$ cat config.mk
export PLATFORM = sky130hd
export DESIGN_NAME = m_serial_logic_sched
export DESIGN_NICKNAME = d
export VERILOG_FILES = /design/src/rtl/m_serial_logic_sched_pkg.sv /design/src/rtl/m_and.sv /design/src/rtl/m_logic_cell.sv /design/src/rtl/m_not.sv /design/src/rtl/m_or.sv /design/src/rtl/m_xor.sv /design/src/rtl/m_serial_logic_sched.sv
export SDC_FILE = /design/constraint.sdc
export NUM_CORES = 1
export LEC_CHECK = 0
export CORE_MARGIN = 1
export CORE_UTILIZATION = 50
export CTS_BUF_LIST = sky130_fd_sc_hd__clkbuf_4 sky130_fd_sc_hd__clkbuf_8
export CTS_CLUSTER_DIAMETER = 200
export CTS_CLUSTER_SIZE = 8
export DETAILED_ROUTE_END_ITERATION = 10
export PLACE_DENSITY = 0.82
export SLEW_MARGIN = 10
export SYNTH_ARGS = -nofsm -noshare
export SYNTH_HDL_FRONTEND = slang
export SYNTH_SLANG_ARGS = --single-unit
$ cat constraint.sdc
create_clock -name i_clk -period 4.3 [get_ports i_clk]
set_input_delay 0.645 -clock i_clk [delete_from_list [all_inputs] [get_ports i_clk]]
set_output_delay 0.645 -clock i_clk [all_outputs]
set_load 0.05 [all_outputs]
$ cat src/rtl/m_serial_logic_sched_pkg.sv
// rtl/m_serial_logic_sched_pkg.sv - shared opcodes and FSM encodings for the serial logic scheduler
// Purpose: opcode constants for the shared 1-bit logic cell and the
//          sequencer state encoding used by m_serial_logic_sched.
// Ports:   none (package)
package m_serial_logic_sched_pkg;

   localparam logic [1:0] OP_AND = 2'b00;
   localparam logic [1:0] OP_OR  = 2'b01;
   localparam logic [1:0] OP_XOR = 2'b10;
   localparam logic [1:0] OP_NOT = 2'b11;

   typedef enum logic [1:0] {
      ST_IDLE  = 2'b00,
      ST_SHIFT = 2'b01,
      ST_DONE  = 2'b10
   } state_t;

endpackage

$ cat src/rtl/m_and.sv
// rtl/m_and.sv - 1-bit AND gate
// Purpose: library 2-input AND.
// Ports:   i_a, i_b - inputs; o_y - i_a & i_b
module m_and (
   input  logic i_a,
   input  logic i_b,
   output logic o_y
);
   assign o_y = i_a & i_b;
endmodule

$ cat src/rtl/m_logic_cell.sv
// rtl/m_logic_cell.sv - combinational 1-bit AND/OR/XOR/NOT unit
// Purpose: the single shared logic cell; evaluates all four gates and
//          selects one by opcode.
// Ports:   i_a, i_b - operand bits; i_op - opcode; o_out - result bit
module m_logic_cell
   import m_serial_logic_sched_pkg::*;
(
   input  logic       i_a,
   input  logic       i_b,
   input  logic [1:0] i_op,
   output logic       o_out
);

   logic and_y;
   logic or_y;
   logic xor_y;
   logic not_y;

   m_and u_and (.i_a(i_a), .i_b(i_b), .o_y(and_y));
   m_or  u_or  (.i_a(i_a), .i_b(i_b), .o_y(or_y));
   m_xor u_xor (.i_a(i_a), .i_b(i_b), .o_y(xor_y));
   m_not u_not (.i_a(i_a), .o_y(not_y));

   always_comb begin
      o_out = 1'b0;
      case (i_op)
         OP_AND:  o_out = and_y;
         OP_OR:   o_out = or_y;
         OP_XOR:  o_out = xor_y;
         OP_NOT:  o_out = not_y;
         default: o_out = 1'b0;
      endcase
   end

endmodule

$ cat src/rtl/m_not.sv
// rtl/m_not.sv - 1-bit inverter
// Purpose: library inverter.
// Ports:   i_a - input; o_y - ~i_a
module m_not (
   input  logic i_a,
   output logic o_y
);
   assign o_y = ~i_a;
endmodule

$ cat src/rtl/m_or.sv
// rtl/m_or.sv - 1-bit OR gate
// Purpose: library 2-input OR.
// Ports:   i_a, i_b - inputs; o_y - i_a | i_b
module m_or (
   input  logic i_a,
   input  logic i_b,
   output logic o_y
);
   assign o_y = i_a | i_b;
endmodule

$ cat src/rtl/m_xor.sv
// rtl/m_xor.sv - 1-bit XOR gate
// Purpose: library 2-input XOR.
// Ports:   i_a, i_b - inputs; o_y - i_a ^ i_b
module m_xor (
   input  logic i_a,
   input  logic i_b,
   output logic o_y
);
   assign o_y = i_a ^ i_b;
endmodule

$ cat src/rtl/m_serial_logic_sched.sv
// rtl/m_serial_logic_sched.sv - two-requester arbiter and bit-serial sequencer for one logic cell
// Purpose: grants one of two requesters, runs its operation LSB first through
//          the shared logic cell over WIDTH cycles, and offers the result on a
//          valid/ready port.
// Ports:   i_clk, i_rst          - clock, async active-high reset
//          i_reqN_valid/op/a/b   - requester N operation
//          o_reqN_ready          - requester N accepted when valid&ready
//          o_res_valid/data/id   - result word and owning requester
//          i_res_ready           - consumer handshake
//          o_busy                - an operation is in flight or awaiting handshake
module m_serial_logic_sched
   import m_serial_logic_sched_pkg::*;
#(
   parameter int WIDTH = 16,
   parameter int CNT_W = 5
) (
   input  logic             i_clk,
   input  logic             i_rst,
   input  logic             i_req0_valid,
   input  logic [1:0]       i_req0_op,
   input  logic [WIDTH-1:0] i_req0_a,
   input  logic [WIDTH-1:0] i_req0_b,
   output logic             o_req0_ready,
   input  logic             i_req1_valid,
   input  logic [1:0]       i_req1_op,
   input  logic [WIDTH-1:0] i_req1_a,
   input  logic [WIDTH-1:0] i_req1_b,
   output logic             o_req1_ready,
   output logic             o_res_valid,
   output logic [WIDTH-1:0] o_res_data,
   output logic             o_res_id,
   input  logic             i_res_ready,
   output logic             o_busy
);

   state_t           state;
   state_t           state_nxt;
   logic             prio;       // 0: req0 wins a tie, 1: req1 wins a tie
   logic             gnt_id;
   logic             accept;
   logic             last_bit;
   logic             cell_out;
   logic [WIDTH-1:0] a_q;
   logic [WIDTH-1:0] b_q;
   logic [1:0]       op_q;
   logic             id_q;
   logic [CNT_W-1:0] cnt;
   logic [WIDTH-1:0] res_sh;
   logic [WIDTH-1:0] res_data;
   logic             res_valid;
   logic             res_id;

   // A lone requester wins outright; only a tie consults the pointer.
   always_comb begin
      gnt_id = 1'b0;
      if (i_req0_valid && i_req1_valid) gnt_id = prio;
      else                              gnt_id = i_req1_valid;
   end

   assign o_req0_ready = (state == ST_IDLE) && i_req0_valid && !gnt_id;
   assign o_req1_ready = (state == ST_IDLE) && i_req1_valid &&  gnt_id;
   assign accept       = o_req0_ready || o_req1_ready;
   assign last_bit     = (cnt == CNT_W'(WIDTH - 1));

   m_logic_cell u_cell (
      .i_a  (a_q[0]),
      .i_b  (b_q[0]),
      .i_op (op_q),
      .o_out(cell_out)
   );

   always_comb begin
      state_nxt = state;
      case (state)
         ST_IDLE:  if (accept)      state_nxt = ST_SHIFT;
         ST_SHIFT: if (last_bit)    state_nxt = ST_DONE;
         ST_DONE:  if (i_res_ready) state_nxt = ST_IDLE;
         default:                   state_nxt = ST_IDLE;
      endcase
   end

   always_ff @(posedge i_clk or posedge i_rst) begin
      if (i_rst) state <= ST_IDLE;
      else       state <= state_nxt;
   end

   always_ff @(posedge i_clk or posedge i_rst) begin
      if (i_rst) begin
         prio      <= 1'b0;
         a_q       <= '0;
         b_q       <= '0;
         op_q      <= OP_AND;
         id_q      <= 1'b0;
         cnt       <= '0;
         res_sh    <= '0;
         res_data  <= '0;
         res_valid <= 1'b0;
         res_id    <= 1'b0;
      end else begin
         case (state)
            ST_IDLE: begin
               if (accept) begin
                  a_q  <= gnt_id ? i_req1_a  : i_req0_a;
                  b_q  <= gnt_id ? i_req1_b  : i_req0_b;
                  op_q <= gnt_id ? i_req1_op : i_req0_op;
                  id_q <= gnt_id;
                  cnt  <= '0;
                  prio <= ~gnt_id;
               end
            end
            ST_SHIFT: begin
               // Bits enter at the MSB so after WIDTH shifts bit 0 sits at LSB.
               res_sh <= {cell_out, res_sh[WIDTH-1:1]};
               a_q    <= a_q >> 1;
               b_q    <= b_q >> 1;
               cnt    <= cnt + CNT_W'(1);
               // The visible word only changes on completion, so it holds
               // the previous result while the next one is being built.
               if (last_bit) begin
                  res_data  <= {cell_out, res_sh[WIDTH-1:1]};
                  res_id    <= id_q;
                  res_valid <= 1'b1;
               end
            end
            ST_DONE: begin
               if (i_res_ready) res_valid <= 1'b0;
            end
            default: ;
         endcase
      end
   end

   assign o_res_valid = res_valid;
   assign o_res_data  = res_data;
   assign o_res_id    = res_id;
   assign o_busy      = (state != ST_IDLE);

endmodule
=== Word level (Yosys, flattened, before mapping) ===
Cells that the tools add are included.

* Add/subtract/negate cells: 1
* Eq/ne operators: 9
* Multiplexer cells: 18
* Bitwise gates (word level): 5
* Reduce and logical (&&, ||, !) cells: 17

{| class="wikitable"
|+ Operator list
! operator !! number
|-
| 2-to-1 mux 16 bit || 4
|-
| case mux 16 bit (2 select lines) || 2
|-
| case mux 5 bit (2 select lines) || 1
|-
| 2-to-1 mux 2 bit || 4
|-
| == test 2 bit (second input constant) || 3
|-
| inequality test 2 bit (second input constant) || 3
|-
| case mux 2 bit (3 select lines) || 1
|-
| AND reduction 2 bit || 3
|-
| AND reduction 3 bit || 2
|-
| nonzero test 2 bit || 3
|-
| adder 5 x 1 -> 5 bit (second input constant) || 1
|-
| == test 5 x 4 -> 1 bit (second input constant) || 1
|-
| logical AND 1 bit || 5
|-
| 2-to-1 mux 5 bit || 1
|-
| == test 2 x 1 -> 1 bit (second input constant) || 2
|-
| logical NOT 2 bit || 2
|-
| case mux 1 bit (4 select lines) || 1
|-
| 2-to-1 mux 1 bit || 3
|-
| inverter 1 bit || 2
|-
| case mux 1 bit (2 select lines) || 1
|-
| AND 1 bit || 1
|-
| logical NOT 1 bit || 1
|-
| logical OR 1 bit || 1
|-
| bitwise OR 1 bit || 1
|-
| bitwise XOR 1 bit || 1
|}

* Flip-flop bits (word level): 77
* Bits of input ports: 73
* Word-level logic and storage cells: 61

=== Longest topological paths before layout ===
* Word-level depth: 7
* Mapped depth: 8
* Depth with buffers taken out: 6

=== Cells and area by module ===
Synthesis repeated with hierarchy kept, for this count alone.

* Cell total of the unflattened synthesis: 337
* Area total of the unflattened synthesis: 3614.7 sq um

{| class="wikitable"
|+ Modules (own cells, without submodules)
! module !! times used !! cells each !! area each (sq um) !! sequential area each (sq um)
|-
| m_serial_logic_sched || 1 || 332 || 3567.2 || 1901.8
|-
| m_logic_cell || 1 || 1 || 22.5 || 0.0
|-
| m_xor || 1 || 1 || 8.8 || 0.0
|-
| m_and || 1 || 1 || 6.3 || 0.0
|-
| m_or || 1 || 1 || 6.3 || 0.0
|-
| m_not || 1 || 1 || 3.8 || 0.0
|}

=== Least setup slack after synthesis ===
Ideal clock, no wire load.

* Path kind: in2out
* Start point: input i_req0_valid
* End point: output o_req0_ready
* Arrival: 1.930 ns
* Data required time: 3.655 ns
* Path slack: 1.725 ns
* Stages on the path: 4
* Buffers on the path: 1
* Cell sequence: nor3_2 -> or3_1 -> buf_2 -> a21oi_1

* Word-level cells in the longest chain between the ends: 4
* Elaborated cells on any way between the ends: 5

{| class="wikitable"
|+ Ends and longest elaborated chain
! element !! line !! source
|-
| from (decl) || m_serial_logic_sched.sv:19 || <nowiki>input logic i_req0_valid,</nowiki>
|-
| logical AND 1 bit || m_serial_logic_sched.sv:56 || <nowiki>if (i_req0_valid && i_req1_valid) gnt_id = prio;</nowiki>
|-
| 2-to-1 mux 1 bit || m_serial_logic_sched.sv:56 ||
|-
| logical NOT 1 bit || m_serial_logic_sched.sv:60 || <nowiki>assign o_req0_ready = (state == ST_IDLE) && i_req0_valid && !gnt_id;</nowiki>
|-
| logical AND 1 bit * || m_serial_logic_sched.sv:60 ||
|-
| to (decl) || m_serial_logic_sched.sv:23 || <nowiki>output logic o_req0_ready,</nowiki>
|}

Every way passes the cells marked *; elsewhere a longest branch is shown, timed or not.

=== Worst setup path in the final report ===
* Start point: register state[0]
* End point: output o_req1_ready

* Word-level cells in the longest chain between the ends: 3

{| class="wikitable"
|+ Ends and longest elaborated chain
! element !! line !! source
|-
| from (decl) || m_serial_logic_sched.sv:36 || <nowiki>state_t state;</nowiki>
|-
| from (signal assigned) || m_serial_logic_sched.sv:84 || <nowiki>else state <= state_nxt;</nowiki>
|-
| logical NOT 2 bit || m_serial_logic_sched.sv:61 || <nowiki>assign o_req1_ready = (state == ST_IDLE) && i_req1_valid && gnt_id;</nowiki>
|-
| logical AND 1 bit (2 in a row) || m_serial_logic_sched.sv:61 ||
|-
| to (decl) || m_serial_logic_sched.sv:28 || <nowiki>output logic o_req1_ready,</nowiki>
|}

No other way between the ends.

==> qor.txt <==
count of synthesis-stage warnings from yosys - 0
source of the critical timing path - state[0]$_DFFE_PP0P_
slew at the pin closest to its max-slew limit - 1190 ps
number of antenna violations at the first check in global routing - 0
register-to-register setup slack - 1880 ps
CTS resizes - 0
total die area - 0.00758 sq mm
layout net count - 503
Total Routing Usage GR - 0.222
detailed-route wire length - 7.43 mm
max-slew violation count - 0
average wire per cell in the routed design - 14.1 um
Peak Freq - 331 MHz
via count - 2798
footprint of the flip-flops and latches - 0.00190 sq mm
period utilization - 0.703
static power due to leakage - 0.00220 uW
clock root buffer - clkbuf_8
WS Path Type - flip-flop to output port
final total negative setup slack - 0 ps
CTS tree - built
Post-Route Skew - 7.09 ps
cell chain of the critical path - nor2b_1, buf_4, or3_1, nor2_4, buf_4
routability congestion estimate from global placement - 0.765
count of standard-cell rows - 30
CTS Buf Count - 9
worst relative slew slack - 0.202
Top-Level Pins - 94
post-synth design cell area - 0.00362 sq mm
GR Util met2 - 0.356
met3 Resource Use GR - 0.0464
kind of start point of the critical path - flip-flop
most numerous cell on the critical path - buf_4
final HPWL from detailed placement - 5.41 mm
Fillers - 536
initial drt markers - 133
largest driver fanout on the critical path - 21
number of setup violations in the final report - 0
syn avg cell area - 10.6 sq um
Chip Height - 87.1 um
final non-filler cell total - 526
RSZ-0062 raised after global routing - no
number of global-route vias before repair - 2834
total congestion overflow - 0
clock transition at the registers of the reported paths - 70 ps
endpoint of the worst register-to-register path - b_q[13]$_DFFE_PP0P_
first-pass iteration count of the detailed router - 4
total placed cells including tap cells - 511
type of the worst min-delay path - flip-flop to flip-flop
longest individual stage delay on the worst path - 610 ps
primary flip-flop cell chosen by synthesis mapping - dfrtp_1
global-route wire length before repair - 12.9 mm
cell count after synthesis - 340
pre-CTS worst setup slack - 1430 ps
net count after synthesis - 417
CP Buf/Inv Count - 2
smallest hold slack - 481 ps
number of antenna-violating nets in the routed design - 0
Max Cap Viol - 0
delay-heaviest family, CP - simple AND/OR/NAND/NOR gates
Floorplan Core Area - 0.00691 sq mm
Post-CTS Hold Fix Bufs - 0
Worst VDD drop - 295 uV
CTS Sinks - 76
crit path to - o_req1_ready
per-cell via count in the routed design - 5.32
number of stages on the worst setup path - 5
maximum number of pins on one net before global-route repair - 50
cell type of the slowest stage on the worst timing path - dfrtp_1
launch point of the worst reg-to-reg path - state[0]$_DFFE_PP0P_
area grow syn2layout - 32.6%
met1 GRT Util - 0.296
endpoints failing hold - 0
Critical Path End Type - output port
remaining routing DRC violations - 0
depth of the most critical reg-to-reg path - 4
register bit count reported by yosys - 76
required time at the endpoint of the critical path - 3650 ps
Bufs on Longest Clock Path - 2
Pwr Density - 660 mW/mm^2
fraction of registers with async set or reset after synthesis - 1.00
layout cells sized above 1 - 0.112
outcome - complete, no violations
area of combinational cells with multiple inputs - 0.00158 sq mm
post-synth cell types - 33
Critical Path AT - 2380 ps
number of flops mapped to enable cells by yosys - 0
number of buffers added on ports - 93
Final Total Pwr - 3170 uW
Chip Width - 87.1 um
fin crit period - 3020 ps
global routing's busiest layer - met2
clock insertion delay at the later pin of the skew report - 340 ps
register area share after synthesis - 0.525
number of H-tree branching levels - 3
starting utilization of the core area - 0.524
Post-CTS Setup Inserts - 0
diodes inserted - 0
worst-case setup margin in the final layout - 1280 ps
[placed cells by master, fill, tap and decap left out, drive strengths merged]
master and instances:
a211oi 30, a21o 1, a21oi 4, a22o 1
a311oi 1, and3 1, buf 8, bufinv 1
clkbuf 11, clkdlybuf4s50 91, clkinv 4, dfrtp 76
ha 4, inv 6, mux2 16, mux2i 34
mux4 1, nand2 51, nand2b 2, nand3 1
nand3b 1, nor2 37, nor2b 1, nor3 3
nor3b 30, o21ai 9, o22ai 1, or2 2
or3 1, xnor2 1
[area by class of cell]
type | instances | share of cell area
Clock buffer | 11 | 0.0315
Clock inverter | 4 | 0.0102
Inverter | 7 | 0.00574
Multi-Input combinational cell | 233 | 0.329
Sequential cell | 76 | 0.396
Tap cell | 96 | 0.0250
Timing Repair Buffer | 99 | 0.202
[Yosys cell counts, drive strengths merged (2+ instances only)]
| cell type | instances | share of area |
|---|---|---|
| a211oi | 30 | 0.062 |
| a21oi | 4 | 0.0055 |
| buf | 18 | 0.027 |
| clkbuf | 6 | 0.0062 |
| dfrtp | 76 | 0.53 |
| ha | 4 | 0.014 |
| inv | 7 | 0.0073 |
| mux2 | 16 | 0.050 |
| mux2i | 34 | 0.094 |
| nand2 | 51 | 0.054 |
| nand2b | 2 | 0.0035 |
| nor2 | 37 | 0.041 |
| nor3 | 3 | 0.0069 |
| nor3b | 30 | 0.062 |
| o21ai | 9 | 0.012 |
| or2 | 2 | 0.0035 |
[flip-flops by register name, summed over array words and instances, names as in the netlist]
register / flops
id_q: 1
o_res_valid: 1
res_sh: 15
a_q: 16
b_q: 16
cnt: 5
state: 2
op_q: 2
o_res_data: 16
o_res_id: 1
prio: 1
[power breakdown]
part           total (uW)  internal, uW  switching (uW)
sequential           1270          1050             219
combinational        1350           583             771
clock                 544           296             248
[worst min-delay path by stage]
stage,from,to,depth (start not counted)
after global routing,o_res_data[2]$_DFFE_PP0P_,o_res_data[2]$_DFFE_PP0P_,1
after global placement,res_sh[1]$_DFFE_PP0P_,res_sh[1]$_DFFE_PP0P_,2
final,id_q$_DFFE_PP0P_,id_q$_DFFE_PP0P_,1
after CTS,id_q$_DFFE_PP0P_,id_q$_DFFE_PP0P_,1
after detailed placement,id_q$_DFFE_PP0P_,id_q$_DFFE_PP0P_,1
after floorplan,res_sh[1]$_DFFE_PP0P_,res_sh[1]$_DFFE_PP0P_,2
[kinds of logic after synthesis]
| logic type | share of synthesized area |
|---|---|
| compound gates | 0.0888 |
| fa+ha+maj | 0.0138 |
| mux | 0.150 |
| simple gates | 0.179 |
| buf+inv | 0.0401 |
| flops | 0.525 |
| xor+xnor | 0.00242 |
[worst reg2reg max path: stages, from the launching register on]
cell and delay (ps):
dfrtp_1 610, nor2b_1 250, buf_4 220, nor3_4 970
a211oi_1 190
[metal layers]
| metal | vias to the layer above | wire length, um |
|---|---|---|
| li1 | 1347 | - |
| met1 | 1338 | 3260 |
| met2 | 100 | 3600 |
| met3 | 13 | 410 |
| met4 | 0 | 153 |
| met5 | - | 0 |
[stage by stage]
step / utilization / area, sq um
CTS: 0.695 / 4800
global route: 0.695 / 4800
floorplan: - / 3620
detailed placement: 0.666 / 4600
global placement: 0.666 / 4600
finish: 0.695 / 4800
Power figures use the tool's default switching activity.
